**config.mk**
```make
export PLATFORM = sky130hd
export DESIGN_NAME = bin2bcd_seq_flat
export DESIGN_NICKNAME = d
export VERILOG_FILES = /design/src/rtl/bin2bcd_if.sv /design/src/rtl/bin2bcd_seq.sv /design/src/flat_wrapper.sv
export SDC_FILE = /design/constraint.sdc
export NUM_CORES = 1
export LEC_CHECK = 0
export ABC_AREA = 1
export CAP_MARGIN = 20
export CORE_UTILIZATION = 40
export DETAILED_ROUTE_END_ITERATION = 6
export PLACE_DENSITY = 0.62
export SETUP_SLACK_MARGIN = 0.02
export SLEW_MARGIN = 20
export SYNTH_ARGS = -nofsm -noshare
export SYNTH_HDL_FRONTEND = slang
export SYNTH_SLANG_ARGS = --single-unit
```
**constraint.sdc**
```tcl
create_clock -name clk -period 1.1 [get_ports clk]
set_input_delay 0.11 -clock clk [delete_from_list [all_inputs] [get_ports clk]]
set_output_delay 0.11 -clock clk [all_outputs]
set_load 0.01 [all_outputs]
```
**src/rtl/bin2bcd_if.sv**
```systemverilog
// bin2bcd_if: valid/ready handshake bundle between a binary producer and a BCD consumer.
interface bin2bcd_if #(
    parameter int W      = 8,
    parameter int DIGITS = 3
);
    logic                  in_valid;
    logic                  in_ready;
    logic [W-1:0]          in_bin;
    logic                  out_valid;
    logic                  out_ready;
    logic [4*DIGITS-1:0]   out_bcd;
    logic                  busy;

    modport master (
        output in_valid, in_bin, out_ready,
        input  in_ready, out_valid, out_bcd, busy
    );

    modport slave (
        input  in_valid, in_bin, out_ready,
        output in_ready, out_valid, out_bcd, busy
    );
endinterface

```
**src/rtl/bin2bcd_seq.sv**
```systemverilog
// bin2bcd_seq: sequential double-dabble converter, one input bit per clock, valid/ready on both sides.
module bin2bcd_seq #(
    parameter int W      = 8,
    parameter int DIGITS = 3
) (
    input logic      clk,
    input logic      rst,
    bin2bcd_if.slave bus
);
    localparam int BW = 4 * DIGITS;
    localparam int CW = $clog2(W + 1);

    function automatic bit fits();
        longint unsigned p = 1;
        for (int i = 0; i < DIGITS && p < (64'd1 << W); i++) p = p * 10;
        return p >= (64'd1 << W);
    endfunction

    generate
        if (W < 1 || W > 32 || DIGITS < 1 || !fits()) begin : g_bad_params
            $error("bin2bcd_seq: DIGITS too small (or W out of 1..32) for the binary width");
        end
    endgenerate

    typedef enum logic [1:0] {IDLE, SHIFT, DONE} state_t;

    state_t         state_q, state_d;
    logic [W-1:0]   bin_q, bin_d;
    logic [BW-1:0]  acc_q, acc_d, adj, shifted, bcd_q, bcd_d;
    logic [CW-1:0]  cnt_q, cnt_d;

    always_comb begin
        adj = acc_q;
        for (int i = 0; i < DIGITS; i++)
            adj[4*i +: 4] = acc_q[4*i +: 4] >= 4'd5 ? acc_q[4*i +: 4] + 4'd3 : acc_q[4*i +: 4];
        shifted = {adj[BW-2:0], bin_q[W-1]};
        state_d = state_q;
        bin_d   = bin_q;
        acc_d   = acc_q;
        cnt_d   = cnt_q;
        bcd_d   = bcd_q;
        unique case (state_q)
            IDLE: if (bus.in_valid) begin
                state_d = SHIFT;
                bin_d   = bus.in_bin;
                acc_d   = '0;
                cnt_d   = CW'(W);
            end
            SHIFT: begin
                acc_d = shifted;
                bin_d = bin_q << 1;
                cnt_d = cnt_q - 1'b1;
                // The edge that shifts the last bit also publishes the result.
                if (cnt_q == CW'(1)) begin
                    state_d = DONE;
                    bcd_d   = shifted;
                end
            end
            DONE: state_d = bus.out_ready ? IDLE : DONE;
            default: state_d = IDLE;
        endcase
    end

    always_ff @(posedge clk or posedge rst) begin
        if (rst) begin
            state_q <= IDLE;
            bin_q   <= '0;
            acc_q   <= '0;
            cnt_q   <= '0;
            bcd_q   <= '0;
        end else begin
            state_q <= state_d;
            bin_q   <= bin_d;
            acc_q   <= acc_d;
            cnt_q   <= cnt_d;
            bcd_q   <= bcd_d;
        end
    end

    assign bus.in_ready  = state_q == IDLE && !rst;
    assign bus.out_valid = state_q == DONE;
    assign bus.busy      = state_q == SHIFT;
    assign bus.out_bcd   = bcd_q;
endmodule

```
**src/flat_wrapper.sv**
```systemverilog
// flat-port wrapper written by rule: the top's interface ports become plain ports
module bin2bcd_seq_flat 
#(
    parameter int W      = 8,
    parameter int DIGITS = 3
)
  (clk, rst, bus_in_valid, bus_in_bin, bus_out_ready, bus_in_ready, bus_out_valid, bus_out_bcd, bus_busy);
  bin2bcd_if #(.W(W), .DIGITS(DIGITS)) bus_i ();
  input logic clk;
  input logic rst;
  input wire logic [$bits(bus_i.in_valid)-1:0] bus_in_valid;
  input wire logic [$bits(bus_i.in_bin)-1:0] bus_in_bin;
  input wire logic [$bits(bus_i.out_ready)-1:0] bus_out_ready;
  output wire logic [$bits(bus_i.in_ready)-1:0] bus_in_ready;
  output wire logic [$bits(bus_i.out_valid)-1:0] bus_out_valid;
  output wire logic [$bits(bus_i.out_bcd)-1:0] bus_out_bcd;
  output wire logic [$bits(bus_i.busy)-1:0] bus_busy;
  assign bus_i.in_valid = bus_in_valid;
  assign bus_i.in_bin = bus_in_bin;
  assign bus_i.out_ready = bus_out_ready;
  assign bus_in_ready = bus_i.in_ready;
  assign bus_out_valid = bus_i.out_valid;
  assign bus_out_bcd = bus_i.out_bcd;
  assign bus_busy = bus_i.busy;
  bin2bcd_seq #(.W(W), .DIGITS(DIGITS)) u_core (.clk(clk), .rst(rst), .bus(bus_i));
endmodule
```
# --- After elaboration in Yosys (flattened, before gate mapping) ---
# Index checks and enable logic that the tools add are counted.
totals:
  word_cells: 37
  input_bits: 12
  out_inout_bits: 15
  reg_bits: 38
op_classes:
  reduce_logical: 7
  muxes: 13
  n_lt_le_gt_ge: 3
  add_sub_neg: 4
  n_eq_ne: 5
op_table:
  columns: ["cell", "count"]
  rows:
  - ["$pmux W12 S2", 1]
  - ["$pmux W8 S2", 1]
  - ["$ge A4 B3 Y1 const B", 3]
  - ["$mux W12", 1]
  - ["$mux W4", 3]
  - ["$add A4 B2 Y4 const B", 2]
  - ["$mux W8", 1]
  - ["$pmux W4 S2", 1]
  - ["$mux W2", 3]
  - ["$pmux W2 S3", 1]
  - ["$reduce_and A2 Y1", 3]
  - ["$eq A4 B1 Y1 const B", 1]
  - ["$sub A4 B1 Y4 const B", 1]
  - ["$add A3 B2 Y3 const B", 1]
  - ["$mux W3", 1]
  - ["$eq A2 B1 Y1 const B", 1]
  - ["$eq A2 B2 Y1 const B", 1]
  - ["$logic_not A2 Y1", 1]
  - ["$ne A2 B1 Y1 const B", 1]
  - ["$ne A2 B2 Y1 const B", 1]
  - ["$reduce_bool A2 Y1", 1]
  - ["$logic_and A1 B1 Y1", 1]
  - ["$logic_not A1 Y1", 1]

# --- Logic depth before layout (Yosys ltp) ---
logic_depth:
  depth_word: 3
  mapped_depth: 8
  depth_no_buf: 8

# --- Worst setup path after synthesis ---
# No wires, ideal clock.
synth_timing:
  path_type: "reg2reg"
  from: "register u_core.cnt_q[1]"
  to: "register u_core.bcd_q[4], in the netlist u_core.bus.out_bcd[4]"
  t_arrival_ns: 1.108
  path_stages_with_launch: 9
  path_slack_ns: -0.125
  setup_ns: 0.118
  period_less_slack_ns: 1.225
  required_time_ns: 0.982
  path_cell_list: "dfrtp_1 > inv_1 > ha_1 > nand3_1 > nor2_4 > inv_2 > buf_6 > nand2_1 > nand2_1"
synth_via:
  elab_chain_cells: 2
synth_rtl:
  columns: ["item", "line", "source"]
  rows:
  - ["start: declaration", "bin2bcd_seq.sv:30", "logic [CW-1:0] cnt_q, cnt_d;"]
  - ["start signal: assignment", "bin2bcd_seq.sv:75", "cnt_q <= cnt_d;"]
  - ["$eq A4 B1 Y1", "bin2bcd_seq.sv:54", "if (cnt_q == CW'(1)) begin"]
  - ["$reduce_and A2 Y1 (no source line)", null, null]
  - ["end signal: assignment", "bin2bcd_seq.sv:70", "bcd_q <= '0;"]
  - ["end signal: assignment", "bin2bcd_seq.sv:76", "bcd_q <= bcd_d;"]
  - ["end: declaration", "bin2bcd_seq.sv:29", "logic [BW-1:0] acc_q, acc_d, adj, shifted, bcd_q, bcd_d;"]
# Every way passes these cells.
# A chain may end at the register's enable or synchronous reset.

# --- Final worst setup path ---
layout_timing:
  from: "register u_core.state_q[1]"
  to: "register u_core.bin_q[6]"
layout_via:
  elab_chain_cells: 3
  elab_cells_between_ends: 6
layout_rtl:
  columns: ["item", "line", "source"]
  rows:
  - ["start: declaration", "bin2bcd_seq.sv:27", "state_t state_q, state_d;"]
  - ["start signal: assignment", "bin2bcd_seq.sv:72", "state_q <= state_d;"]
  - ["$eq A2 B1 Y1 or $logic_not A2 Y1 (tied branches)", "bin2bcd_seq.sv:42", "unique case (state_q)"]
  - ["$reduce_bool A2 Y1 (no source line) or $ne A2 B2 Y1 (tied branches)", null, null]
  - ["$reduce_and A2 Y1 (no source line)", null, null]
  - ["end signal: assignment", "bin2bcd_seq.sv:73", "bin_q <= bin_d;"]
  - ["end: declaration", "bin2bcd_seq.sv:28", "logic [W-1:0] bin_q, bin_d;"]
# Parallel ways exist; a longest one is shown, timed or not.

==> results.py <==
metrics = {
    "drt": {
        "antenna_left": 0,
        "vias_per_cell": 5.04,
        "drtIter0Drc": 107,
        "wl_per_cell_um": 14.3,
        "vias": 1835,
        "first_pass_iters": 6,
        "routed_wirelength_mm": 5.21,
        "route.detailed.drc": 0,
    },
    "power": {
        "total_power_w": 0.00954,
        "switchingPower_w": 0.00409,
        "p_clk_share_pct": 10.5,
        "powerDensity_mw_per_mm2": 2960,
        "ir_worst_vdd_mv": 1.45,
        "p_seq_share_pct": 26.9,
        "p_sw_share_pct": 42.9,
        "combinationalPowerShare_pct": 62.6,
        "p_int_w": 0.00545,
        "p_leak_nw": 1.66,
    },
    "clocking": {
        "cts.htree.levels": 2,
        "clockBufferDepth": 2,
        "path_clk_slew_ns": 0.07,
        "numCtsBuffers": 5,
        "cts_hold_buf": 0,
        "tritoncts": "done",
        "numClockSinks": 38,
        "clock_latency_ns": 0.29,
        "cts_root_buf": "clkbuf_8",
    },
    "synthesis": {
        "avgSynthCellArea_um2": 8.20,
        "netlist_area_mm2": 0.00189,
        "synth_flop_cell": "dfrtp_1",
        "synthCells": 231,
        "ys_ff_latch": 38,
        "synth_fp_nets": 251,
        "post_synth_num_cell_types": 21,
        "synth_top_cells_by_area": "dfrtp_1 (50%), nand2_1 (18%), nand3_1 (7.9%), ha_1 (5.3%), inv_1 (4.2%)",
        "synth_top_area_share_pct": 50.2,
        "async_flop_share_pct": 100,
        "synth_top_cell_by_area": "dfrtp_1",
        "ys_seq_area_share_pct": 50.2,
        "synth.most_common_cell": "nand2_1",
        "synth_edf_count": 0,
        "synthTopCellsByCount": "nand2_1 (93), dfrtp_1 (38), nand3_1 (30)",
        "ys_warn_count": 0,
    },
    "timing": {
        "fin_setup_tns_ns": -3.79,
        "setup_violations": 41,
        "rsz0062_at_grt": "true",
        "fmax_mhz": 805,
        "slew-limit-headroom_pct": 78.2,
        "drv_slew": 0,
        "period_share_pct": 113,
        "tightest_slew_ns": 0.327,
        "hold_viol_final": 0,
        "finalClockSkew_ns": 0.00242,
        "finalWorstSetupSlack_ns": -0.142,
        "finalCriticalPeriod_ns": 1.24,
        "whs_ns": 0.194,
    },
    "floorplan": {
        "dieArea_mm2": 0.00501,
        "ios": 27,
        "start_util_pct": 42.6,
        "std_cell_rows": 24,
        "dieHeight_um": 70.8,
        "core_mm2": 0.00444,
        "fp.dieW_um": 70.8,
    },
    "layout": {
        "drive_gt1_share_pct": 51.9,
        "final_nets": 331,
        "diodes": 0,
        "fillers": 318,
        "final_cell_area_mm2": 0.00322,
        "seq_area_um2": 953,
        "syn_to_final_growth_pct": 70.0,
        "multi_input_area_mm2": 0.00124,
    },
    "worst_hold_path": {
        "hold_class": "input port to asynchronous set/reset pin",
    },
    "critical_path": {
        "rr_worst_depth": 8,
        "cp_max_fo": 6,
        "start_kind": "flop",
        "arrival_ns": 1.41,
        "critPathKind": "flop to flop",
        "required_ns": 1.27,
        "endpoint_kind": "flop",
    },
    "grt": {
        "grt_pass1_wl_mm": 8.54,
        "grt_pass1_vias": 1855,
        "grt_start_max_net_pins": 39,
        "grt_overflow": 0,
        "grt_usage_pct": 22.0,
        "antenna_found_initial": 0,
    },
    "flow_run": {
        "max-cap-violations": 0,
    },
    "placed_design": {
        "port_buffers": 26,
        "place_congestion": 0.888,
        "placed_area_mm2": 0.00245,
        "dp_hpwl_mm": 2.86,
    },
    "run_status": {
        "violations": "setup timing",
        "outcome": "finished with violations",
    },
}
==> layout by cell type, fill, tap and decap left out, types with 2 or more instances in the layout <==
cell	n
a21boi_2	2
clkdlybuf4s50_1	11
nand3_1	14
dfrtp_2	2
nand3_4	3
nand2_4	15
nand2_2	32
nor2_4	4
buf_4	32
inv_4	4
buf_6	16
nand3_2	13
ha_1	2
clkbuf_8	6
ha_4	5
buf_12	3
inv_2	9
dlygate4sd2_1	4
inv_1	11
dfrtp_1	36
nand2_1	48
inv_8	2
o22ai_2	2
o21ai_0	2
o21ai_1	4
o21ai_2	4
nand4_1	6
clkdlybuf4s15_1	8
==> kinds of logic after synthesis <==
group	after synthesis	synth area share, %
buffers and inverters	31	7.73
and+or+nand+nor	137	31.5
adders and majority gates	8	5.29
DFF	38	50.2
AOI/OAI and AO/OA	17	5.29
==> worst max-delay path, stage by stage, from the launching register on <==
cell and delay (ns):
dfrtp_1 0.39, inv_2 0.11, buf_6 0.12, nand2_8 0.06, nand2_4 0.10, inv_6 0.05
buf_12 0.14, nand2_2 0.07, nand3_2 0.07
==> timing repair <==
item / in CTS / in global routing
resized for setup: 115 / 45
buffers inserted: 13 / 14
setup endpoints to repair: 52 / 52
cloned: 3 / 0
pin swaps: 24 / 15
==> routing by layer <==
layer | GRT usage (%) | part of all wire, % | vias to the layer above
met5 | 0 | 0 | -
met4 | 7.56 | 1.3 | 0
met3 | 4.27 | 3.2 | 9
met2 | 39.3 | 53 | 41
met1 | 26.7 | 42 | 883
li1 | - | - | 902
==> path summary, 6_finish.rpt <==
check | end | slack [ns] | startpoint
min in group clk | u_core.bin_q[0] | 0.35 | bus_in_bin[0]
min reg2reg | u_core.bus.out_bcd[3] | 0.48 | u_core.bus.out_bcd[3]
max in group asynchronous | u_core.acc_q[0] | 0.69 | rst
max | u_core.bin_q[6] | -0.14 | u_core.state_q[1]
max reg2reg | u_core.bin_q[6] | -0.14 | u_core.state_q[1]
min | u_core.bus.out_bcd[0] | 0.19 | rst
==> flip-flops by register name, summed over array words and instances, names as in the netlist <==
signal / cells
u_core.state_q: 2
u_core.bus.out_bcd: 12
u_core.acc_q: 12
u_core.bin_q: 8
u_core.cnt_q: 4
==> per-stage QoR <==
step                instances  utilization [%]  setup WS [ns]
floorplan                 231                -        -0.0672
global placement          327             55.1         -0.227
detailed placement        327             55.1         -0.232
CTS                       350             66.6         -0.125
global route              364             72.4         -0.224
finish                    364             72.4         -0.142
==> area by class of cell <==
cell class              count  share of cell area (%)
clock inverters             1                   0.156
multi-input cells         163                    38.5
repair inverters            1                   0.350
clock buffers               7                    2.68
flip-flops and latches     38                    29.6
well taps                  52                    2.02
inverters                  26                    3.73
repair buffers             76                    22.9
==> power by group through the flow <==
stage	sequential [W]	clock (W)	combinational [W]
6_report	0.00257	0.000998	0.00598
5_1_grt	0.00264	0.00108	0.00653
4_1_cts	0.00251	0.00102	0.00509
3_5_place_dp	0.00245	0	0.00385
3_3_place_gp	0.00244	0	0.00377
2_1_floorplan	0.00248	0	0.00236
No activity file was read; power rests on OpenSTA's default activity.
